===== src/rtl/multi_clock_divider_pkg.sv =====
// Shared types and constants for the multi-channel clock divider.
// Optional phase sync is enabled by defining MULTI_CLOCK_DIVIDER_PHASE_SYNC_EN.
package multi_clock_divider_pkg;

    localparam int          DIV_W_DEF       = 27;
    localparam int unsigned DEFAULT_DIV_VAL = 100_000_000;

    // Config fields are held at a fixed container width so one struct serves any DIV_W <= 31.
    localparam int CFG_W = 32;

    typedef struct packed {
        logic [CFG_W-1:0] div;
        logic [CFG_W-1:0] high;
    } ch_cfg_t;

    typedef enum logic [1:0] {
        ST_STOP,
        ST_IDLE,
        ST_RUN
    } ch_state_t;

endpackage


===== src/rtl/div_channel.sv =====
// One divider channel: period counter, active/shadow config, pending flag, registered outputs.
// With MULTI_CLOCK_DIVIDER_PHASE_SYNC_EN defined, sync_in restarts a running period.
module div_channel
    import multi_clock_divider_pkg::*;
#(
    parameter int          DIV_W       = DIV_W_DEF,
    parameter int unsigned DEFAULT_DIV = DEFAULT_DIV_VAL
) (
    input  logic             clk,
    input  logic             reset,
`ifdef MULTI_CLOCK_DIVIDER_PHASE_SYNC_EN
    input  logic             sync_in,
`endif
    input  logic             en,
    input  logic             wr_hit,
    input  logic [DIV_W-1:0] wr_div,
    input  logic [DIV_W-1:0] wr_high,
    output logic             clk_out,
    output logic             tick,
    output logic             pending
);

    localparam ch_cfg_t   RST_CFG   = '{div: CFG_W'(DEFAULT_DIV), high: CFG_W'(DEFAULT_DIV / 2)};
    localparam ch_state_t RST_STATE = (DEFAULT_DIV == 0) ? ST_STOP : ST_IDLE;

    ch_state_t        state, state_next;
    logic [DIV_W-1:0] cnt, cnt_next;
    ch_cfg_t          active, shadow, shadow_next, eff;
    logic             run, wrap, restart, apply;
    logic             clk_next, tick_next, pending_next;

    always_comb begin
        run          = (state == ST_RUN);
        wrap         = run && ((CFG_W'(cnt) + CFG_W'(1)) >= active.div);
        restart      = wrap;
`ifdef MULTI_CLOCK_DIVIDER_PHASE_SYNC_EN
        restart      = wrap || (run && sync_in);
`endif
        // A pending shadow lands only at a period boundary, or at once when not running.
        apply        = pending && (!run || restart);
        eff          = apply ? shadow : active;

        state_next   = ST_RUN;
        if (eff.div == '0)
            state_next = ST_STOP;
        else if (!en)
            state_next = ST_IDLE;

        cnt_next = '0;
        if (state_next == ST_RUN && run && !restart)
            cnt_next = cnt + DIV_W'(1);

        // Outputs are registered against the counter value they will accompany.
        clk_next     = (state_next == ST_RUN) && (CFG_W'(cnt_next) < eff.high);
        tick_next    = (state_next == ST_RUN) && (cnt_next == '0);

        shadow_next  = shadow;
        if (wr_hit)
            shadow_next = '{div: CFG_W'(wr_div), high: CFG_W'(wr_high)};
        pending_next = wr_hit || (pending && !apply);
    end

    always_ff @(posedge clk or posedge reset) begin
        if (reset) begin
            state   <= RST_STATE;
            cnt     <= '0;
            active  <= RST_CFG;
            shadow  <= RST_CFG;
            pending <= 1'b0;
            clk_out <= 1'b0;
            tick    <= 1'b0;
        end else begin
            state   <= state_next;
            cnt     <= cnt_next;
            active  <= eff;
            shadow  <= shadow_next;
            pending <= pending_next;
            clk_out <= clk_next;
            tick    <= tick_next;
        end
    end

endmodule


===== src/rtl/multi_clock_divider.sv =====
// NUM_CH independent programmable dividers sharing one config write port.
// Define MULTI_CLOCK_DIVIDER_PHASE_SYNC_EN to add the sync_in phase-alignment input.
module multi_clock_divider
    import multi_clock_divider_pkg::*;
#(
    parameter int          NUM_CH      = 4,
    parameter int          DIV_W       = DIV_W_DEF,
    parameter int unsigned DEFAULT_DIV = DEFAULT_DIV_VAL,
    parameter int          CH_W        = 2
) (
    input  logic              clk,
    input  logic              reset,
`ifdef MULTI_CLOCK_DIVIDER_PHASE_SYNC_EN
    input  logic              sync_in,
`endif
    input  logic [NUM_CH-1:0] ch_en,
    input  logic              wr_en,
    input  logic [CH_W-1:0]   wr_ch,
    input  logic [DIV_W-1:0]  wr_div,
    input  logic [DIV_W-1:0]  wr_high,
    output logic [NUM_CH-1:0] clk_out,
    output logic [NUM_CH-1:0] tick,
    output logic [NUM_CH-1:0] pending
);

    for (genvar i = 0; i < NUM_CH; i++) begin : g_ch
        // Out-of-range channel numbers match no instance and so are dropped.
        logic wr_hit;
        assign wr_hit = wr_en && (wr_ch == CH_W'(i));

        div_channel #(
            .DIV_W       (DIV_W),
            .DEFAULT_DIV (DEFAULT_DIV)
        ) u_ch (
            .clk     (clk),
            .reset   (reset),
`ifdef MULTI_CLOCK_DIVIDER_PHASE_SYNC_EN
            .sync_in (sync_in),
`endif
            .en      (ch_en[i]),
            .wr_hit  (wr_hit),
            .wr_div  (wr_div),
            .wr_high (wr_high),
            .clk_out (clk_out[i]),
            .tick    (tick[i]),
            .pending (pending[i])
        );
    end

endmodule


===== config.mk =====
export PLATFORM = sky130hd
export DESIGN_NAME = multi_clock_divider
export DESIGN_NICKNAME = d
export VERILOG_FILES = /design/src/rtl/multi_clock_divider_pkg.sv /design/src/rtl/div_channel.sv /design/src/rtl/multi_clock_divider.sv
export SDC_FILE = /design/constraint.sdc
export NUM_CORES = 1
export LEC_CHECK = 0
export CAP_MARGIN = 25
export CORE_MARGIN = 2
export CORE_UTILIZATION = 47
export DETAILED_ROUTE_END_ITERATION = 10
export PLACE_DENSITY = 0.68
export SLEW_MARGIN = 30
export SYNTH_ARGS = -nofsm -noshare
export SYNTH_HDL_FRONTEND = slang
export SYNTH_HIERARCHICAL = 1
export SYNTH_SLANG_ARGS = --single-unit
export TNS_END_PERCENT = 20

===== constraint.sdc =====
create_clock -name clk -period 5.61 [get_ports clk]
set_input_delay 0.561 -clock clk [delete_from_list [all_inputs] [get_ports clk]]
set_output_delay 0.561 -clock clk [all_outputs]
set_load 0.01 [all_outputs]

==> results of run 1 <==
cell type report:
| class | count | area share (%) |
|---|---|---|
| inverters | 276 | 2.919 |
| clock inverters | 30 | 1.096 |
| flip-flops and latches | 600 | 41.79 |
| multi-input cells | 1739 | 39.71 |
| well taps | 855 | 2.930 |
| repair buffers | 275 | 6.740 |
| clock buffers | 86 | 4.800 |
| diodes | 3 | 0.02056 |
sequential cells by signal (all words and copies together), names as in the netlist:
name               count
g_ch.u_ch/tick         4
g_ch.u_ch/pending      4
g_ch.u_ch/active     256
g_ch.u_ch/cnt        108
g_ch.u_ch/shadow     216
g_ch.u_ch/clk_out      4
g_ch.u_ch/state        8
worst paths after layout:
kind / end / from / slack [ps]
hold / removal: g_ch[2].u_ch/active[8] / g_ch[2].u_ch/active[8] / 490
setup / recovery: g_ch[3].u_ch/clk_out / g_ch[3].u_ch/cnt[9] / 100
max in group asynchronous: g_ch[2].u_ch/shadow[55] / reset / 3520
hold reg to reg: g_ch[2].u_ch/active[8] / g_ch[2].u_ch/active[8] / 490
min in group asynchronous: g_ch[3].u_ch/shadow[51] / reset / 1040
setup reg to reg: g_ch[3].u_ch/clk_out / g_ch[3].u_ch/cnt[9] / 100
cells in the mapped netlist (5+ instances only):
cell,n
nand2_1,139
a211oi_1,11
o21ai_0,90
nand4_1,93
dfstp_2,196
xor2_1,43
dfrtp_1,404
or4_1,5
a21oi_1,66
nand2b_1,13
inv_1,276
buf_2,19
nor2b_1,70
nor2_1,102
clkbuf_1,52
buf_6,5
o21a_1,12
ha_1,220
and4_2,13
mux2_2,273
nor3_1,35
nor4_1,72
and4_1,19
o211ai_1,10
nand3_1,53
a221oi_1,7
a31oi_1,6
and3_1,63
xnor2_1,50
mux2i_1,105
or3_1,8
and2_1,6
a21o_1,48
or2_2,14
nor3b_1,5
power groups by stage:
stage	logic (mW)	registers, mW	clock network, mW
4_1_cts	2.40	6.01	4.43
2_1_floorplan	1.65	5.85	0
5_1_grt	2.80	6.15	4.62
3_3_place_gp	2.24	6.04	0
3_5_place_dp	2.36	6.07	0
6_report	2.50	6.05	4.35
worst max-delay path, stage by stage, from the launching register on:
cell and delay, ps:
dfrtp_1 380, nand4_1 140, buf_4 190, nor4_4 240, buf_6 170, a31oi_1 110, or2_2 330, ha_1 310
a211o_1 310, a21oi_2 150, o22ai_2 110, or2_4 290, o21ai_4 180, buf_12 130, buf_12 150, buf_16 170
mux2i_4 270, ha_1 170, nand4_1 110, or4_4 550, or2_2 290, or3_1 320, o221ai_2 170, o41ai_1 90
cell usage in the layout, fill, tap and decap left out, types with 16 or more instances in the layout:
cell / instances
dfrtp_1: 404
mux2_2: 273
inv_1: 272
ha_1: 215
dfstp_2: 196
buf_4: 182
nand2_1: 139
nand4_1: 93
nor2_1: 93
o21ai_0: 84
mux2i_1: 80
clkdlybuf4s50_1: 74
nor4_1: 66
clkbuf_16: 65
a21oi_1: 64
nor2b_1: 62
and3_1: 59
nand3_1: 50
a21o_1: 48
xnor2_1: 46
xor2_1: 41
nor3_1: 25
and4_1: 18
mux2i_2: 16
cells by family (layout without fill, tap and decap cells):
kind of cell	count (synthesis)	count (layout)	synth area share, %
flip-flops	600	600	49.88
XOR/XNOR	93	93	2.662
other	0	3	0
adder cells (fa/ha/maj)	220	220	8.997
AO/OA/AOI/OAI	308	308	6.605
buffers and inverters	361	667	4.764
multiplexers	378	378	13.48
AND/OR/NAND/NOR	740	740	13.61
metal layers:
layer  vias to the layer above  global-route usage (%)
met2                       531                   41.08
li1                      10070                       -
met3                       153                   3.691
met1                     10900                   32.89
met4                         4                   10.38
met5                         -                       0
through the flow:
stage / utilization [%] / cells / TNS [ps]
CTS: 55.52 / 3836 / 0
finish: 56.75 / 3864 / 0
detailed placement: 52.05 / 3720 / -198.1
global placement: 52.04 / 3720 / -47.11
global route: 56.74 / 3861 / -170.8
floorplan: - / 2700 / 0
timing repair:
item                                    4_1_cts  5_1_grt
endpoints found under the setup margin        3        4
setup buffers                                 0       22
gates resized for setup                      16      117
pin swaps                                     1       24
gates cloned                                  0        3
==> impl_results.md, run 1 <==
- Finished Cell Area: ~37,000 um^2
- Worst min-delay path class: flop to flop
- Routed metal-1 wirelength: between 30,000 and 40,000 um
- Top post-synthesis cells by area: dfrtp_1 (33%), dfstp_2 (17%), mux2_2 (10%)
- Largest net degree at the start of global routing: between 100 and 150
- I/O Buffers: 74
- Vias per Instance: approximately 5.6
- Pwr Density: 353.1 nW/um^2
- Asr flop ratio synth: between 90% and 100%
- Final hold vios: 0
- Switching Fraction: around 28%
- Area share of the largest cell type after synthesis: between 30% and 40%
- Clk pwr share: around 34%
- Area delta synth->final: 19.36%
- Fin Hold WS: between 400 and 500 ps
- Max Cap Viol: 0
- Post-DP HPWL: just over 60,000 um
- Initial DRC Count: between 1,000 and 1,500
- Clk slew on worst S/H paths: 70 ps
- Fill count: between 5,000 and 6,000
- Grt total ovfl: 0
- Worst-skew pair later-pin latency: 650 ps
- Setup slack at placement: -127.5 ps
- Final nets: between 3,000 and 4,000
- Synthesis-stage register bit count: 600
- Share of layout cells above drive strength 1: about 31%
- FP Rows: 93
- Post-synth top area cell: dfrtp_1
- Synthesized instance count: approximately 2,700
- Hold_buf cts: 0
- 1st-pass router iterations: 7
- Die width: 259.1 um
- Initial core utilization: 47.55%
- Gpl congestion: 0.9455
- Die area: ~67,000 um^2
- Multi-input gate area: around 14,000 um^2
- Setup WS post-layout: approximately 100 ps
- Via count: around 22,000
- Uppermost layer routed: met5
- Unique masters post-synth: slightly above 80
- Worst-margin pin slew: ~1000 ps
- Routed Antenna Nets: 0
- Seq pwr share: approximately 47%
- Final setup fails: 0
- Slew headroom: 32.57%
- H-tree depth: 2
- Status: completed
- GRT Total Usage: around 25%
- Slew Limit Fails: 0
- Final min period: around 5500 ps
- Startpoint types: flop
- Core ar.: approximately 64,000 um^2
- CTS buffer count: around 60
- Number of synthesized flops with an enable pin: 0
- Reg area: roughly 15,000 um^2
- Vias in the first global route: ~22,000
- Leak: roughly 18 nW
- Root Buffer: clkbuf_16
- Power Total: approximately 13 mW
- Layout Skew: between 20 and 25 ps
- Synth Net Count: 2,983
- Comb pwr share: about a fifth
- Crit path max fanout: 8
- WHS Path Cells: 2
- Critical Path RT: 6110 ps
- RSZ-0062 raised after global routing: yes
- Die height: about 260 um
- Switching power: around 3.7 mW
- Max VDD drop: 224.1 uV
- Routed wl met2: ~39,000 um
- Wirelength per Cell: roughly 22 um
- Initial antenna violation count: 14
- Met3 wire len: approximately 4500 um
- Num ports: 75
- P_int: between 9 and 10 mW
- Period utilization: about 98%
- Cell area after synthesis: between 30,000 and 40,000 um^2
- Total of warnings raised by yosys: 6
- Dominant synthesized flop cell: dfrtp_1
- Max Buffers Root-to-Sink: 3
- Reg2Reg Depth: 23
- Clk sinks: 600
- First-pass GRT wire length: between 100,000 and 150,000 um
- Synthesized area per cell: around 11 um^2
- CTS tree: done
- Detailed Route WL: 83,370 um
- Sequential area share after synthesis: roughly 50%
- Critical Path AT: ~6000 ps
- Post-Place Cell Area: between 30,000 and 40,000 um^2
- Critical Path End Type: flop
- CP Class: flop to flop
- Fmax: about 180 MHz
- Residual DRC: 0
Note: power is estimated with default switching activity, not from simulation.
==> run 2, diff against run 1 <==
- CELL_PAD_IN_SITES_DETAIL_PLACEMENT: default -> 0
- CELL_PAD_IN_SITES_GLOBAL_PLACEMENT: default -> 1
- CORE_UTILIZATION: 47 -> 46
- MAX_ROUTING_LAYER: default -> met4
- PLACE_DENSITY: 0.68 -> 0.79
==> impl_results.md, run 2 (synthesis gave the netlist of run 1 again) <==
- Status: completed
- Critical Path RT: 6070 ps
- Critical Path End Type: flop
- Setup WS post-layout: between 100 and 150 ps
- Layout Skew: roughly 17 ps
- First-pass GRT wire length: roughly 130,000 um
- Worst min-delay path class: flop to flop
- Die area: 68,590 um^2
- Slew Limit Fails: 0
- Vias per Instance: 5.570
- Residual DRC: 0
- Final min period: 5504 ps
- Post-Place Cell Area: 33,250 um^2
- Hold path startpoint: g_ch[0].u_ch/active[0]
- Reg2Reg Depth: 22
- Detailed Route WL: about 83,000 um
- FP Rows: 94
- 1st-pass router iterations: 5
- Max VDD drop: around 260 uV
- Largest regs: g_ch.u_ch/active (256), g_ch.u_ch/shadow (216), g_ch.u_ch/cnt (108)
- Post-DP HPWL: 60,450 um
- Hold EP: g_ch[0].u_ch/active[0]
- Pwr Density: 356.9 nW/um^2
- Root Buffer: clkbuf_16
- Initial DRC Count: roughly 1,400
- CTS buffer count: between 60 and 70
- RSZ-0062 raised after global routing: yes
- CTS tree: done
- Reg-to-Reg Start: g_ch[3].u_ch/cnt[9]
- Clk sinks: 600
- Final setup fails: 0
- Worst-skew pair later-pin latency: around 610 ps
- Startpoint types: flop
- Final hold vios: 0
- Area delta synth->final: 18.93%
- H-tree depth: 3
- Finished Cell Area: around 36,000 um^2
- Grt total ovfl: 0
- Largest net degree at the start of global routing: 123
- Hold_buf cts: 0
- Wirelength per Cell: 21.54 um
- Fmax: approximately 180 MHz
- Share of layout cells above drive strength 1: between 30% and 40%
- Final nets: between 3,000 and 4,000
- Vias in the first global route: 22,110
- Setup TNS: 0 ps
- I/O Buffers: 74
- Max reg flops: roughly 260
- Leak: approximately 18 nW
- Commonest non-fill, non-tap cell in the layout: dfrtp_1
- Slew headroom: a little over two fifths
- Period utilization: between 90 and 100%
- Via count: 21,430
- Setup slack at placement: -125.8 ps
- Max Cap Viol: 0
- Reg area: ~15,000 um^2
- Worst r2r dst: g_ch[3].u_ch/clk_out
- Critical Path AT: between 5000 and 6000 ps
- Gpl congestion: about 0.94
- Num ports: 75
- Crit path max fanout: 12
- Top reg by flops: g_ch.u_ch/active
- Initial core utilization: 46.53%
- Die width: about 260 um
- GRT Total Usage: between 20% and 30%
- Fill count: ~5,500
- CP Class: flop to flop
- Die height: ~260 um
- Max Buffers Root-to-Sink: 3
- Most frequent cells in the layout: dfrtp_1 (403), mux2_2 (273), inv_1 (272), ha_1 (216), dfstp_2 (196)
- Worst-margin pin slew: around 860 ps
- Multi-input gate area: 14,540 um^2
- WHS Path Cells: 1
- FF-to-FF setup slack: ~110 ps
- Clk slew on worst S/H paths: 60 ps
- Initial antenna violation count: 8
- Core ar.: 65,750 um^2
- Routed Antenna Nets: 0
==> run 2: changes by cell type in the layout (fill, tap and decap cells not counted), sizes merged <==
cell      before  now
clkinv        15   10
buf          199  167
clkbuf        88   98
clkinvlp       4    3
inv          278  281
bufinv         9    8
==> run 2: final cells by class <==
cell class / count / share of cell area (%)
diodes: 3 / 0.02063
clock buffers: 96 / 5.155
clock inverters: 26 / 1.063
inverters: 276 / 2.916
multi-input cells: 1739 / 39.96
flip-flops and latches: 600 / 41.94
well taps: 864 / 2.971
repair buffers: 243 / 5.976
==> run 2: worst max path at each step <==
stage                        startpoint                   end
floorplan           g_ch[3].u_ch/cnt[0]  g_ch[3].u_ch/clk_out
global placement    g_ch[3].u_ch/cnt[1]  g_ch[3].u_ch/clk_out
detailed placement  g_ch[3].u_ch/cnt[1]  g_ch[3].u_ch/clk_out
CTS                 g_ch[3].u_ch/cnt[1]  g_ch[3].u_ch/clk_out
global route        g_ch[3].u_ch/cnt[9]  g_ch[3].u_ch/clk_out
finish              g_ch[3].u_ch/cnt[9]  g_ch[3].u_ch/clk_out
==> run 2: stage by stage <==
| step | power (mW) | hold slack, ps | util [%] | instances |
|---|---|---|---|---|
| finish | 12.99 | 481.0 | 55.34 | 3847 |
| floorplan | 7.498 | 449.9 | - | 2700 |
| global route | 13.67 | 504.3 | 55.34 | 3845 |
| detailed placement | 8.390 | 471.2 | 50.57 | 3699 |
| global placement | 8.225 | 461.0 | 50.57 | 3699 |
| CTS | 12.97 | 483.3 | 54.15 | 3824 |
==> run 2: worst max-delay path, stage by stage (launching register included) <==
cell	delay, ps
dfrtp_1	380
nand4_1	190
buf_4	180
or4_4	450
o31a_1	260
or2_2	320
ha_1	290
and3_4	190
nand3_2	90
nor3_1	300
o211ai_1	180
nand3_1	140
nand3_1	110
buf_6	180
nor2_1	250
ha_4	190
and4_1	210
nand4_1	170
or4_4	470
or2_4	250
or3_1	320
o221ai_2	140
o41ai_1	90
==> run 2: what timing repair did <==
action,in CTS,in global routing
resized for setup,12,124
cloned,0,2
buffers inserted,3,18
pin swaps,2,28
setup endpoints to repair,2,4
==> run 2: report_power, final <==
group	internal (mW)	total [mW]	switching, mW
Sequential	5.47	6.01	0.543
Clock	2.72	4.52	1.81
Combinational	1.12	2.45	1.33
Total	9.30	13.0	3.68
==> run 2: layer usage <==
layer	global-route usage [%]	part of all wire, %	up-vias
met5	-	0	-
met4	10.77	4.5	0
met3	3.742	4.7	148
met2	40.99	49	447
met1	31.03	42	10800
li1	-	-	10030
